### src/rtl/multicycle_controller.sv
// multicycle_controller
// Sequencing FSM for a multicycle RV32I datapath that shares one memory and
// one ALU. Each instruction moves through fetch, decode, execute, memory and
// writeback states. The controller drives the datapath mux selects, register
// enables and ALU function code. It stalls on the memory ready handshake,
// traps on unsupported opcodes and counts retired instructions.
//
// Ports
//   clk, rst_n            clock (rising edge), asynchronous active-low reset
//   op, funct3, funct7b5  instruction fields taken from the instruction register
//   Zero                  ALU zero flag, used to qualify the beq PC update
//   mem_ready             memory completes the current access this cycle
//   mem_req, MemWrite     memory request and write strobe
//   PCWrite, IRWrite      PC and instruction/OldPC register enables
//   RegWrite              register file write enable
//   AdrSrc                memory address select (0=PC, 1=Result)
//   ResultSrc             00=ALUOut, 01=Data, 10=ALUResult
//   ALUSrcA               00=PC, 01=OldPC, 10=A
//   ALUSrcB               00=B, 01=ImmExt, 10=4
//   ImmSrc                00=I, 01=S, 10=B, 11=J
//   ALUControl            ALU function code
//   illegal               sticky trap flag
//   state                 current FSM state, for debug
//   instr_count           retired instruction count, wraps modulo 2^CNT_W
module multicycle_controller #(
  parameter int CNT_W = 32
) (
  input  logic             clk,
  input  logic             rst_n,
  input  logic [6:0]       op,
  input  logic [2:0]       funct3,
  input  logic             funct7b5,
  input  logic             Zero,
  input  logic             mem_ready,
  output logic             mem_req,
  output logic             PCWrite,
  output logic             AdrSrc,
  output logic             IRWrite,
  output logic             MemWrite,
  output logic             RegWrite,
  output logic [1:0]       ResultSrc,
  output logic [1:0]       ALUSrcA,
  output logic [1:0]       ALUSrcB,
  output logic [1:0]       ImmSrc,
  output logic [3:0]       ALUControl,
  output logic             illegal,
  output logic [3:0]       state,
  output logic [CNT_W-1:0] instr_count
);

  typedef enum logic [3:0] {
    S_FETCH    = 4'd0,
    S_DECODE   = 4'd1,
    S_MEMADR   = 4'd2,
    S_MEMREAD  = 4'd3,
    S_MEMWB    = 4'd4,
    S_MEMWRITE = 4'd5,
    S_EXECR    = 4'd6,
    S_EXECI    = 4'd7,
    S_ALUWB    = 4'd8,
    S_BEQ      = 4'd9,
    S_JAL      = 4'd10,
    S_TRAP     = 4'd11
  } state_e;

  localparam logic [6:0] OP_LOAD   = 7'b0000011;
  localparam logic [6:0] OP_STORE  = 7'b0100011;
  localparam logic [6:0] OP_RTYPE  = 7'b0110011;
  localparam logic [6:0] OP_ITYPE  = 7'b0010011;
  localparam logic [6:0] OP_BRANCH = 7'b1100011;
  localparam logic [6:0] OP_JAL    = 7'b1101111;

  // ALU decode: aluop 00 = add, 01 = subtract, 10 = funct3-driven operation
  function automatic logic [3:0] alu_decode(input logic [1:0] aluop,
                                            input logic [2:0] f3,
                                            input logic       op5,
                                            input logic       f7b5);
    logic [3:0] ctl;
    ctl = 4'b0000;
    case (aluop)
      2'b00: ctl = 4'b0000;
      2'b01: ctl = 4'b0001;
      2'b10: begin
        case (f3)
          // funct7b5 only means subtract on R-type; addi reuses that bit as immediate
          3'b000:  ctl = (op5 & f7b5) ? 4'b0001 : 4'b0000;
          3'b001:  ctl = 4'b0110;
          3'b010:  ctl = 4'b0101;
          3'b011:  ctl = 4'b1001;
          3'b100:  ctl = 4'b0100;
          3'b101:  ctl = f7b5 ? 4'b1000 : 4'b0111;
          3'b110:  ctl = 4'b0011;
          3'b111:  ctl = 4'b0010;
          default: ctl = 4'b0000;
        endcase
      end
      default: ctl = 4'b0000;
    endcase
    return ctl;
  endfunction

  state_e           state_q, state_d;
  logic             illegal_q, illegal_d;
  logic [CNT_W-1:0] count_q, count_d;

  logic       mem_req_s, pc_write_s, ir_write_s, mem_write_s, reg_write_s;
  logic       adr_src_s;
  logic [1:0] result_src_s, alu_src_a_s, alu_src_b_s, alu_op_s;

  // Next-state and Moore output decode
  always_comb begin
    state_d      = state_q;
    mem_req_s    = 1'b0;
    pc_write_s   = 1'b0;
    ir_write_s   = 1'b0;
    mem_write_s  = 1'b0;
    reg_write_s  = 1'b0;
    adr_src_s    = 1'b0;
    result_src_s = 2'b00;
    alu_src_a_s  = 2'b00;
    alu_src_b_s  = 2'b00;
    alu_op_s     = 2'b00;
    case (state_q)
      S_FETCH: begin
        mem_req_s    = 1'b1;
        alu_src_b_s  = 2'b10;
        result_src_s = 2'b10;
        ir_write_s   = mem_ready;
        pc_write_s   = mem_ready;
        if (mem_ready) state_d = S_DECODE;
        else           state_d = S_FETCH;
      end
      S_DECODE: begin
        // Precompute the branch target into ALUOut
        alu_src_a_s = 2'b01;
        alu_src_b_s = 2'b01;
        case (op)
          OP_LOAD, OP_STORE: state_d = S_MEMADR;
          OP_RTYPE:          state_d = S_EXECR;
          OP_ITYPE:          state_d = S_EXECI;
          OP_BRANCH:         state_d = S_BEQ;
          OP_JAL:            state_d = S_JAL;
          default:           state_d = S_TRAP;
        endcase
      end
      S_MEMADR: begin
        alu_src_a_s = 2'b10;
        alu_src_b_s = 2'b01;
        if (op == OP_LOAD) state_d = S_MEMREAD;
        else               state_d = S_MEMWRITE;
      end
      S_MEMREAD: begin
        mem_req_s = 1'b1;
        adr_src_s = 1'b1;
        if (mem_ready) state_d = S_MEMWB;
        else           state_d = S_MEMREAD;
      end
      S_MEMWB: begin
        result_src_s = 2'b01;
        reg_write_s  = 1'b1;
        state_d      = S_FETCH;
      end
      S_MEMWRITE: begin
        mem_req_s   = 1'b1;
        adr_src_s   = 1'b1;
        mem_write_s = mem_ready;
        if (mem_ready) state_d = S_FETCH;
        else           state_d = S_MEMWRITE;
      end
      S_EXECR: begin
        alu_src_a_s = 2'b10;
        alu_op_s    = 2'b10;
        state_d     = S_ALUWB;
      end
      S_EXECI: begin
        alu_src_a_s = 2'b10;
        alu_src_b_s = 2'b01;
        alu_op_s    = 2'b10;
        state_d     = S_ALUWB;
      end
      S_ALUWB: begin
        reg_write_s = 1'b1;
        state_d     = S_FETCH;
      end
      S_BEQ: begin
        alu_src_a_s = 2'b10;
        alu_op_s    = 2'b01;
        pc_write_s  = Zero;
        state_d     = S_FETCH;
      end
      S_JAL: begin
        // ALUResult = OldPC + 4 is the link value; ALUOut holds the target
        alu_src_a_s = 2'b01;
        alu_src_b_s = 2'b10;
        pc_write_s  = 1'b1;
        state_d     = S_ALUWB;
      end
      S_TRAP: begin
        state_d = S_TRAP;
      end
      // Unreachable encodings fail safe into the trap state
      default: begin
        state_d = S_TRAP;
      end
    endcase
  end

  // Sticky trap flag and retire counter next values
  always_comb begin
    illegal_d = illegal_q | (state_d == S_TRAP);
    if ((state_d == S_FETCH) && (state_q != S_FETCH)) begin
      count_d = count_q + {{(CNT_W-1){1'b0}}, 1'b1};
    end else begin
      count_d = count_q;
    end
  end

  // Immediate format select follows the opcode, independent of state
  always_comb begin
    case (op)
      OP_STORE:  ImmSrc = 2'b01;
      OP_BRANCH: ImmSrc = 2'b10;
      OP_JAL:    ImmSrc = 2'b11;
      default:   ImmSrc = 2'b00;
    endcase
  end

  // State, trap flag and retire counter registers
  always_ff @(posedge clk or negedge rst_n) begin
    if (!rst_n) begin
      state_q   <= S_FETCH;
      illegal_q <= 1'b0;
      count_q   <= {CNT_W{1'b0}};
    end else begin
      state_q   <= state_d;
      illegal_q <= illegal_d;
      count_q   <= count_d;
    end
  end

  // Strobes are gated by rst_n so nothing fires while reset is held
  assign mem_req     = mem_req_s   & rst_n;
  assign PCWrite     = pc_write_s  & rst_n;
  assign IRWrite     = ir_write_s  & rst_n;
  assign MemWrite    = mem_write_s & rst_n;
  assign RegWrite    = reg_write_s & rst_n;
  assign AdrSrc      = adr_src_s;
  assign ResultSrc   = result_src_s;
  assign ALUSrcA     = alu_src_a_s;
  assign ALUSrcB     = alu_src_b_s;
  assign ALUControl  = alu_decode(alu_op_s, funct3, op[5], funct7b5);
  assign illegal     = illegal_q;
  assign state       = state_q;
  assign instr_count = count_q;

endmodule

### config.mk
export PLATFORM = sky130hd
export DESIGN_NAME = multicycle_controller
export DESIGN_NICKNAME = d
export VERILOG_FILES = /design/src/rtl/multicycle_controller.sv
export SDC_FILE = /design/constraint.sdc
export NUM_CORES = 1
export LEC_CHECK = 0
export ABC_AREA = 1
export CAP_MARGIN = 20
export CORE_MARGIN = 5
export CORE_UTILIZATION = 55
export CTS_CLUSTER_DIAMETER = 200
export CTS_CLUSTER_SIZE = 8
export DETAILED_ROUTE_END_ITERATION = 12
export PLACE_DENSITY_LB_ADDON = 0.3
export SLEW_MARGIN = 20
export SYNTH_ARGS = -nofsm -noshare
export SYNTH_HDL_FRONTEND = slang
export SYNTH_SLANG_ARGS = --single-unit
export TNS_END_PERCENT = 1
### constraint.sdc
create_clock -name clk -period 4.9 [get_ports clk]
set_input_delay 0.735 -clock clk [delete_from_list [all_inputs] [get_ports clk]]
set_output_delay 0.735 -clock clk [all_outputs]
set_load 0.005 [all_outputs]
Word level (Yosys, flattened, before mapping):

Index checks and enable logic that the tools add are counted.

* add/sub/neg operators: 1
* equal/unequal tests: 26
* mux-type cells: 21
* bitwise logic cells: 7
* reduce and logical (&&, ||, !) cells: 16

Operators with widths (number)
* adder 32 x 1 -> 32 bit, second input constant: 1
* case mux 4 bit (8 select lines): 1
* case mux 4 bit (7 select lines): 1
* case mux 4 bit (5 select lines): 1
* == test 4 x 3 -> 1 bit, second input constant: 4
* == test 4 bit, second input constant: 4
* case mux 2 bit (2 select lines): 4
* == test 7 x 6 -> 1 bit, second input constant: 2
* == test 7 bit, second input constant: 2
* == test 3 bit, second input constant: 4
* OR reduction 2 bit: 6
* OR reduction 3 bit: 4
* 2-to-1 mux 3 bit: 3
* == test 4 x 2 -> 1 bit, second input constant: 2
* logical NOT 4 bit: 2
* case mux 4 bit (2 select lines): 1
* == test 7 x 2 -> 1 bit, second input constant: 1
* == test 7 x 5 -> 1 bit, second input constant: 1
* 2-to-1 mux 1 bit: 7
* bitwise AND 1 bit: 6
* == test 3 x 2 -> 1 bit, second input constant: 2
* case mux 2 bit (3 select lines): 1
* == test 4 x 1 -> 1 bit, second input constant: 1
* 2-to-1 mux 4 bit: 1
* other kinds (9): 9

* register bits after elaboration: 37
* bits of input ports: 15
* output and inout port bits: 55
* logic and storage cells: 74

Longest topological paths before layout:

Gate-level depths: netlist (run 1).

* depth after elaboration: 6
* mapped depth: 12

Worst setup path after synthesis (run 1):

OpenSTA, ideal clock, no wires.

* path type: flip-flop to output port
* start: reg state_q[1] (netlist: state[1])
* end: out ALUControl[2]
* data arrival time: 1.421 ns
* slack: 2.744 ns
* stages on the path, launching flop included: 9
* buffers on the path: 0
* cells stage by stage: dfrtp_1 -> inv_2 -> nand2_1 -> nor2_1 -> inv_1 -> ha_1 -> a21oi_1 -> nand3_1 -> a21oi_1

* cells in the longest elaborated chain, start to end: 5
* elaborated cells between the ends (all ways): 8

RTL lines
* from (decl): line 102 `state_e state_q, state_d;`
* from (signal assigned): line 235 `state_q <= state_d;`
* == test 4 x 3 -> 1 bit: line 123 `case (state_q)`
* OR reduction 2 bit (no line)
* case mux 2 bit (2 select lines) (*): line 123
* == test 2 bit or == test 2 x 1 -> 1 bit (tied branches): line 80 `case (aluop)`
* case mux 4 bit (2 select lines) (*): line 80
* to (decl): line 45 `output logic [3:0] ALUControl,`

Every way passes the cells marked *; elsewhere a longest branch is shown, timed or not.

Worst setup path in the final report (run 1):

* start: in op[1]
* end: reg count_q[4] (netlist: instr_count[4])

* cells in the longest elaborated chain, start to end: 6
* elaborated cells between the ends (all ways): 12

RTL lines
* from (decl): line 30 `input logic [6:0] op,`
* == test 7 x 2 -> 1 bit or == test 7 x 6 -> 1 bit (tied branches): line 137, 149
* OR reduction 2 bit: line 137 `case (op)`
* case mux 4 bit (5 select lines): line 137
* case mux 4 bit (7 select lines) (*): line 123
* net state_d[1]: line 102
* logical NOT 4 bit (*): line 211 `if ((state_d == S_FETCH) && (state_q != S_FETCH)) begin`
* logical AND 1 bit (*): line 211
* to (signal assigned): line 233 `count_q <= {CNT_W{1'b0}};`
* to (signal assigned): line 237 `count_q <= count_d;`
* to (decl): line 104 `logic [CNT_W-1:0] count_q, count_d;`

The timed path passes the listed nets; every way through them passes the cells marked *.
A chain may end at the register's enable or synchronous reset.

==> metrics.md, run 1 <==
| Metric | Value |
|---|---|
| Outcome | `completed` |
| Final Util | `73.1%` |
| FP Rows | `26` |
| Post-Syn Area | `0.00298 mm2` |
| Final worst path period share | `65.9%` |
| First-pass GRT wire length | `14500 um` |
| Tightest Pin Transition | `0.826 ns` |
| Commonest non-fill, non-tap cell in the layout | `nand2_1` |
| Drt first-iter violations | `273` |
| Max cap viols | `0` |
| Die H | `83.6 um` |
| Clk sinks | `37` |
| Largest net degree at the start of global routing | `40` |
| Drt pass-1 iters | `5` |
| RSZ-0062 raised after global routing | `false` |
| Setup TNS | `0 ns` |
| #FFs+latches synth | `37` |
| Slew Viols, Final | `0` |
| Worst setup SP type | `input pin` |
| Initial antenna violation count | `0` |
| CTS H-Tree Depth | `2` |
| HP Class | `in -> async` |
| Critical Path Sink Type | `register` |
| Clock Skews | `0.00720 ns` |
| Nets | `549` |
| Register Area | `926 um2` |
| Via density | `5.47` |
| Initial Util | `57.6%` |
| Syn_nets | `483` |
| Final ANT Viol Nets | `0` |
| Io pins | `70` |
| Yosys top cell by area | `dfrtp_1` |
| Min Tclk post-route | `3.23 ns` |
| YS warnings | `0` |
| CP arrival | `3.41 ns` |
| Routed WL | `8370 um` |
| Post-CTS setup buffer count | `0` |
| P_leak | `0.00174 uW` |
| Area Overhead vs Synth | `26.9%` |
| # DRC | `0` |
| Gpl congestion | `0.919` |
| Final hold vios | `0` |
| Synth cell types | `31` |
| Global-route usage over all layers | `24.7%` |
| Dpl hpwl | `6400 um` |
| I/O Buffers | `69` |
| CTS Buf Count | `5` |
| Worst EP required | `5.08 ns` |
| Ant. Diodes | `0` |
| CTS max path bufs | `2` |
| Syn avg cell area | `6.41 um2` |
| Root Buffer | `clkbuf_8` |
| PwrDens | `162 mW/mm2` |
| Synth Instances | `465` |
| TritonCTS clock tree | `done` |
| Area occupied by multi-input gates | `0.00179 mm2` |
| Post-CTS Hold Buffers | `0` |
| WS Path Type | `in -> reg` |
| Max FO, Critical Path | `33` |
| Share of cells above drive strength 1 | `6.20%` |
| Die Area | `0.00699 mm2` |
| Fmax | `0.310 GHz` |
| Worst-Skew Late Latency | `0.29 ns` |
| Sequential area share after synthesis | `31.1%` |
| Core Region | `0.00517 mm2` |
| Total gr overflow | `0` |
| Filler cells | `440` |
| Setup violations, final | `0` |
| Clock transition at path regs | `0.08 ns` |
| Post-cts sizing count | `0` |
| Die X-Extent | `83.6 um` |
| Vias | `3293` |
| Routed WL per cell | `13.9 um` |
| Vias in the first global route | `3137` |
| Max VDD drop | `0.000178 V` |
| Commonest cells after routing, fill and taps aside | `nand2_1 (193), clkdlybuf4s50_1 (68), nor2_1 (56)` |
| Top cells by area, synth | `dfrtp_1 (31%), nand2_1 (24%), nand4_1 (8.2%)` |
| Max_slew headroom | `44.8%` |
| Area share of the largest cell type after synthesis | `31.1%` |
[logic make-up after synthesis]
| logic type | count (synthesis) | synth area share [%] |
|---|---|---|
| flip-flops | 37 | 31.1 |
| buffers and inverters | 56 | 8.81 |
| XOR/XNOR | 15 | 4.41 |
| AND/OR/NAND/NOR | 334 | 50.1 |
| adder cells (fa/ha/maj) | 3 | 1.26 |
| AO/OA/AOI/OAI | 20 | 4.41 |
[worst max-delay path, cell delays in order]
cell and delay [ns]:
clkdlybuf4s50_1 0.48, nand2_1 0.10, nor2_2 0.21, nand2_1 0.12
nand2_1 0.10, nand3_2 0.12, nor2_4 0.62, nand4_4 0.61
nand2_1 0.22, nand2_1 0.08
[area by class of cell]
| class | count | area share (%) |
|---|---|---|
| well taps | 70 | 2.31 |
| multi-input cells | 372 | 47.4 |
| repair buffers | 71 | 18.5 |
| clock buffers | 6 | 1.92 |
| flip-flops and latches | 37 | 24.5 |
| clock inverters | 2 | 1.03 |
| inverters | 44 | 4.37 |
[routing by layer]
metal	wire (um)	track usage, %	share of wire (%)	vias to the layer above
li1	-	-	-	1640
met1	3850	33.8	46	1502
met2	3850	40.2	46	134
met3	515	4.24	6.2	17
met4	158	6.87	1.9	0
met5	0	0	0	-
[sequential cells by signal, summed over array words and instances, names as in the netlist]
name	count
instr_count	32
state	4
illegal	1
[through the flow]
step | total power, uW | setup WS (ns) | hold slack (ns) | area (um2) | std cells
5_1_grt | 638 | 1.41 | 0.526 | 3780 | 602
6_report | 614 | 1.67 | 0.485 | 3780 | 602
4_1_cts | 619 | 1.68 | 0.500 | 3780 | 602
3_3_place_gp | 351 | 1.56 | 0.475 | 3670 | 594
3_5_place_dp | 353 | 1.41 | 0.478 | 3670 | 594
2_1_floorplan | 328 | 2.74 | 0.439 | 2980 | 465
[power by group]
part           internal (uW)  total [uW]  switching [uW]
Clock                    153         267             114
Sequential               305         306           0.689
Combinational           15.7        40.7            25.0
[synth_stat cells (all sizes together)]
library cell	number
nand2	196
nor2	62
inv	44
nand4	40
dfrtp	37
nand3	13
buf	12
nand3b	12
nor3	11
xor2	11
a21oi	7
o21ai	5
xnor2	4
a31oi	3
ha	3
o21bai	2
a211oi	1
a21o	1
o211ai	1
[worst paths after layout]
check	startpoint	endpoint	slack, ns	cells after the start
min in group clk	illegal	illegal	0.50	1
max in group asynchronous	rst_n	instr_count[2]	4.07	2
setup reg to reg	state[2]	instr_count[4]	2.25	9
hold reg to reg	illegal	illegal	0.50	1
setup / recovery	op[1]	instr_count[4]	1.67	10
hold / removal	rst_n	instr_count[23]	0.48	2
Power figures use the tool's default switching activity.
==> inputs of run 2 (changes only) <==
Settings changed: CORE_UTILIZATION 55 to 51.
Clock period 4.9 ns to 3.11 ns, I/O delays scaled along.
==> metrics.md, run 2 (synthesis results as in run 1) <==
| Metric | Value |
|---|---|
| Most frequent CP cell | `a21oi_1` |
| Root Buffer | `clkbuf_8` |
| Global-route usage over all layers | `25.1%` |
| Crit path largest cell delay | `0.51 ns` |
| Global Route met2 Usage | `40.1%` |
| CTS H-Tree Depth | `2` |
| Drt pass-1 iters | `4` |
| Io pins | `70` |
| Die X-Extent | `86.5 um` |
| TritonCTS clock tree | `done` |
| Pre-CTS WS | `0.569 ns` |
| Final hold vios | `0` |
| P_leak | `0.00176 uW` |
| Initial antenna violation count | `0` |
| Clk network pwr share | `44.5%` |
| Max_slew headroom | `64.3%` |
| Largest net degree at the start of global routing | `33` |
| PnR Total Power | `989 uW` |
| RSZ-0062 raised after global routing | `false` |
| Max VDD drop | `0.000251 V` |
| Nets | `553` |
| Clock transition at path regs | `0.08 ns` |
| Met3 usage | `4.28%` |
| Worst-Skew Late Latency | `0.29 ns` |
| Worst EP required | `2.64 ns` |
| Vias | `3327` |
| Final setup margin | `0.280 ns` |
| # DRC | `0` |
| Post-CTS Hold Buffers | `0` |
| Drt first-iter violations | `164` |
| Share of cells above drive strength 1 | `6.90%` |
| Switching power | `220 uW` |
| Final Util | `68.1%` |
| Number of flip-flops in the largest register | `32` |
| Switching Share | `22.3%` |
| Gpl congestion | `0.897` |
| Post-cts sizing count | `0` |
| Die Area | `0.00748 mm2` |
| PwrDens | `259 mW/mm2` |
| Critical Path Sink Type | `primary output` |
| Filler cells | `517` |
| Routed WL per cell | `14.8 um` |
| Post-CTS setup buffer count | `0` |
| Clock Skews | `0.00736 ns` |
| Tightest Pin Transition | `0.534 ns` |
| Commonest cells after routing, fill and taps aside | `nand2_1 (193), clkdlybuf4s50_1 (68), nor2_1 (56)` |
| Area Overhead vs Synth | `28.2%` |
| Commonest non-fill, non-tap cell in the layout | `nand2_1` |
| CP arrival | `2.36 ns` |
| Routed WL | `9010 um` |
| Core Region | `0.00561 mm2` |
| Total gr overflow | `0` |
| Reg2Reg Depth | `8` |
| Die H | `86.5 um` |
| HP Class | `in -> async` |
| Clk sinks | `37` |
| Final ANT Viol Nets | `0` |
| Ant. Diodes | `0` |
| Max cap viols | `0` |
| CP max-delay cell | `clkdlybuf4s50_1` |
| CTS max path bufs | `2` |
| Fmax | `0.353 GHz` |
| FP Rows | `27` |
| Reg power frac | `48.8%` |
| GR Layer Usage met1 | `33.8%` |
| Initial Util | `53.2%` |
| Worst R2R End | `instr_count[27]` |
| Setup violations, final | `0` |
| Critical path startpoint | `state[1]` |
| I/O Buffers | `69` |
| Worst setup SP type | `register` |
| Max FO, Critical Path | `4` |
| Vias in the first global route | `3220` |
| Setup slack, reg-to-reg | `1.10 ns` |
| R2r startpoint | `state[1]` |
| Outcome | `completed` |
| Final worst path period share | `91.0%` |
| Internal power | `768 uW` |
| Critical path destination | `ALUControl[2]` |
| First-pass GRT wire length | `15000 um` |
| Setup TNS | `0 ns` |
| CP cell instances | `inv_2 -> nand2_1 -> nor2_1 -> inv_1 -> ha_1 -> a21oi_1 -> nand3_1 -> a21oi_1 -> clkdlybuf4s50_1` |
| Via density | `5.47` |
| WS Path Type | `reg -> out` |
| Logic gate share of total power | `6.7%` |
| Most Crowded Layer GR | `met2` |
| CTS Buf Count | `5` |
| Slew Viols, Final | `0` |
| Dpl hpwl | `6920 um` |
| Min Tclk post-route | `2.83 ns` |
-- run 2: cell count changes in the layout (fill, tap and decap cells not counted) --
cell | previous run | this run
buf_4 | 2 | 6
clkbuf_8 | 5 | 6
clkinv_4 | 1 | 0
-- run 2: routing by layer --
layer	part of all wire [%]	wire, um
met5	0	0
met3	5.7	515
met4	3.6	322
met2	45	4080
met1	45	4090
-- run 2: final cells by class --
| type | instances | area [um2] | share of cell area [%] |
|---|---|---|---|
| Clock buffer | 7 | 86.3 | 2.26 |
| Clock inverter | 1 | 30.0 | 0.786 |
| Inverter | 44 | 165 | 4.32 |
| Multi-Input combinational cell | 372 | 1790 | 46.9 |
| Sequential cell | 37 | 926 | 24.2 |
| Tap cell | 72 | 90.1 | 2.36 |
| Timing Repair Buffer | 75 | 731 | 19.1 |
-- run 2: worst max-delay path: cells and delay by family (launching register included) --
family | cells | cell delay [ns]
buffers and inverters | 3 | 0.69
DFF | 1 | 0.43
and+or+nand+nor | 3 | 0.39
adders and majority gates | 1 | 0.32
AOI/OAI and AO/OA | 2 | 0.25
-- run 2: metrics by stage --
stage          instances  instance area, um2  hold slack [ns]
2_1_floorplan        465                2980            0.171
3_3_place_gp         600                3700            0.438
3_5_place_dp         600                3700            0.445
4_1_cts              608                3820            0.122
5_1_grt              608                3820            0.143
6_report             608                3820            0.118
-- run 2: power groups by stage --
stage	clock, uW	combinational (uW)	sequential [uW]
2_1_floorplan	0	24.3	492
3_3_place_gp	0	63.6	492
3_5_place_dp	0	65.8	492
4_1_cts	452	66.0	482
5_1_grt	471	74.1	482
6_report	440	66.4	482
-- run 2: worst min path at each step --
stage               cells after the start               to
finish                                  1  instr_count[30]
global route                            1  instr_count[30]
CTS                                     1  instr_count[30]
detailed placement                      1  instr_count[30]
global placement                        1  instr_count[30]
floorplan                               0          illegal
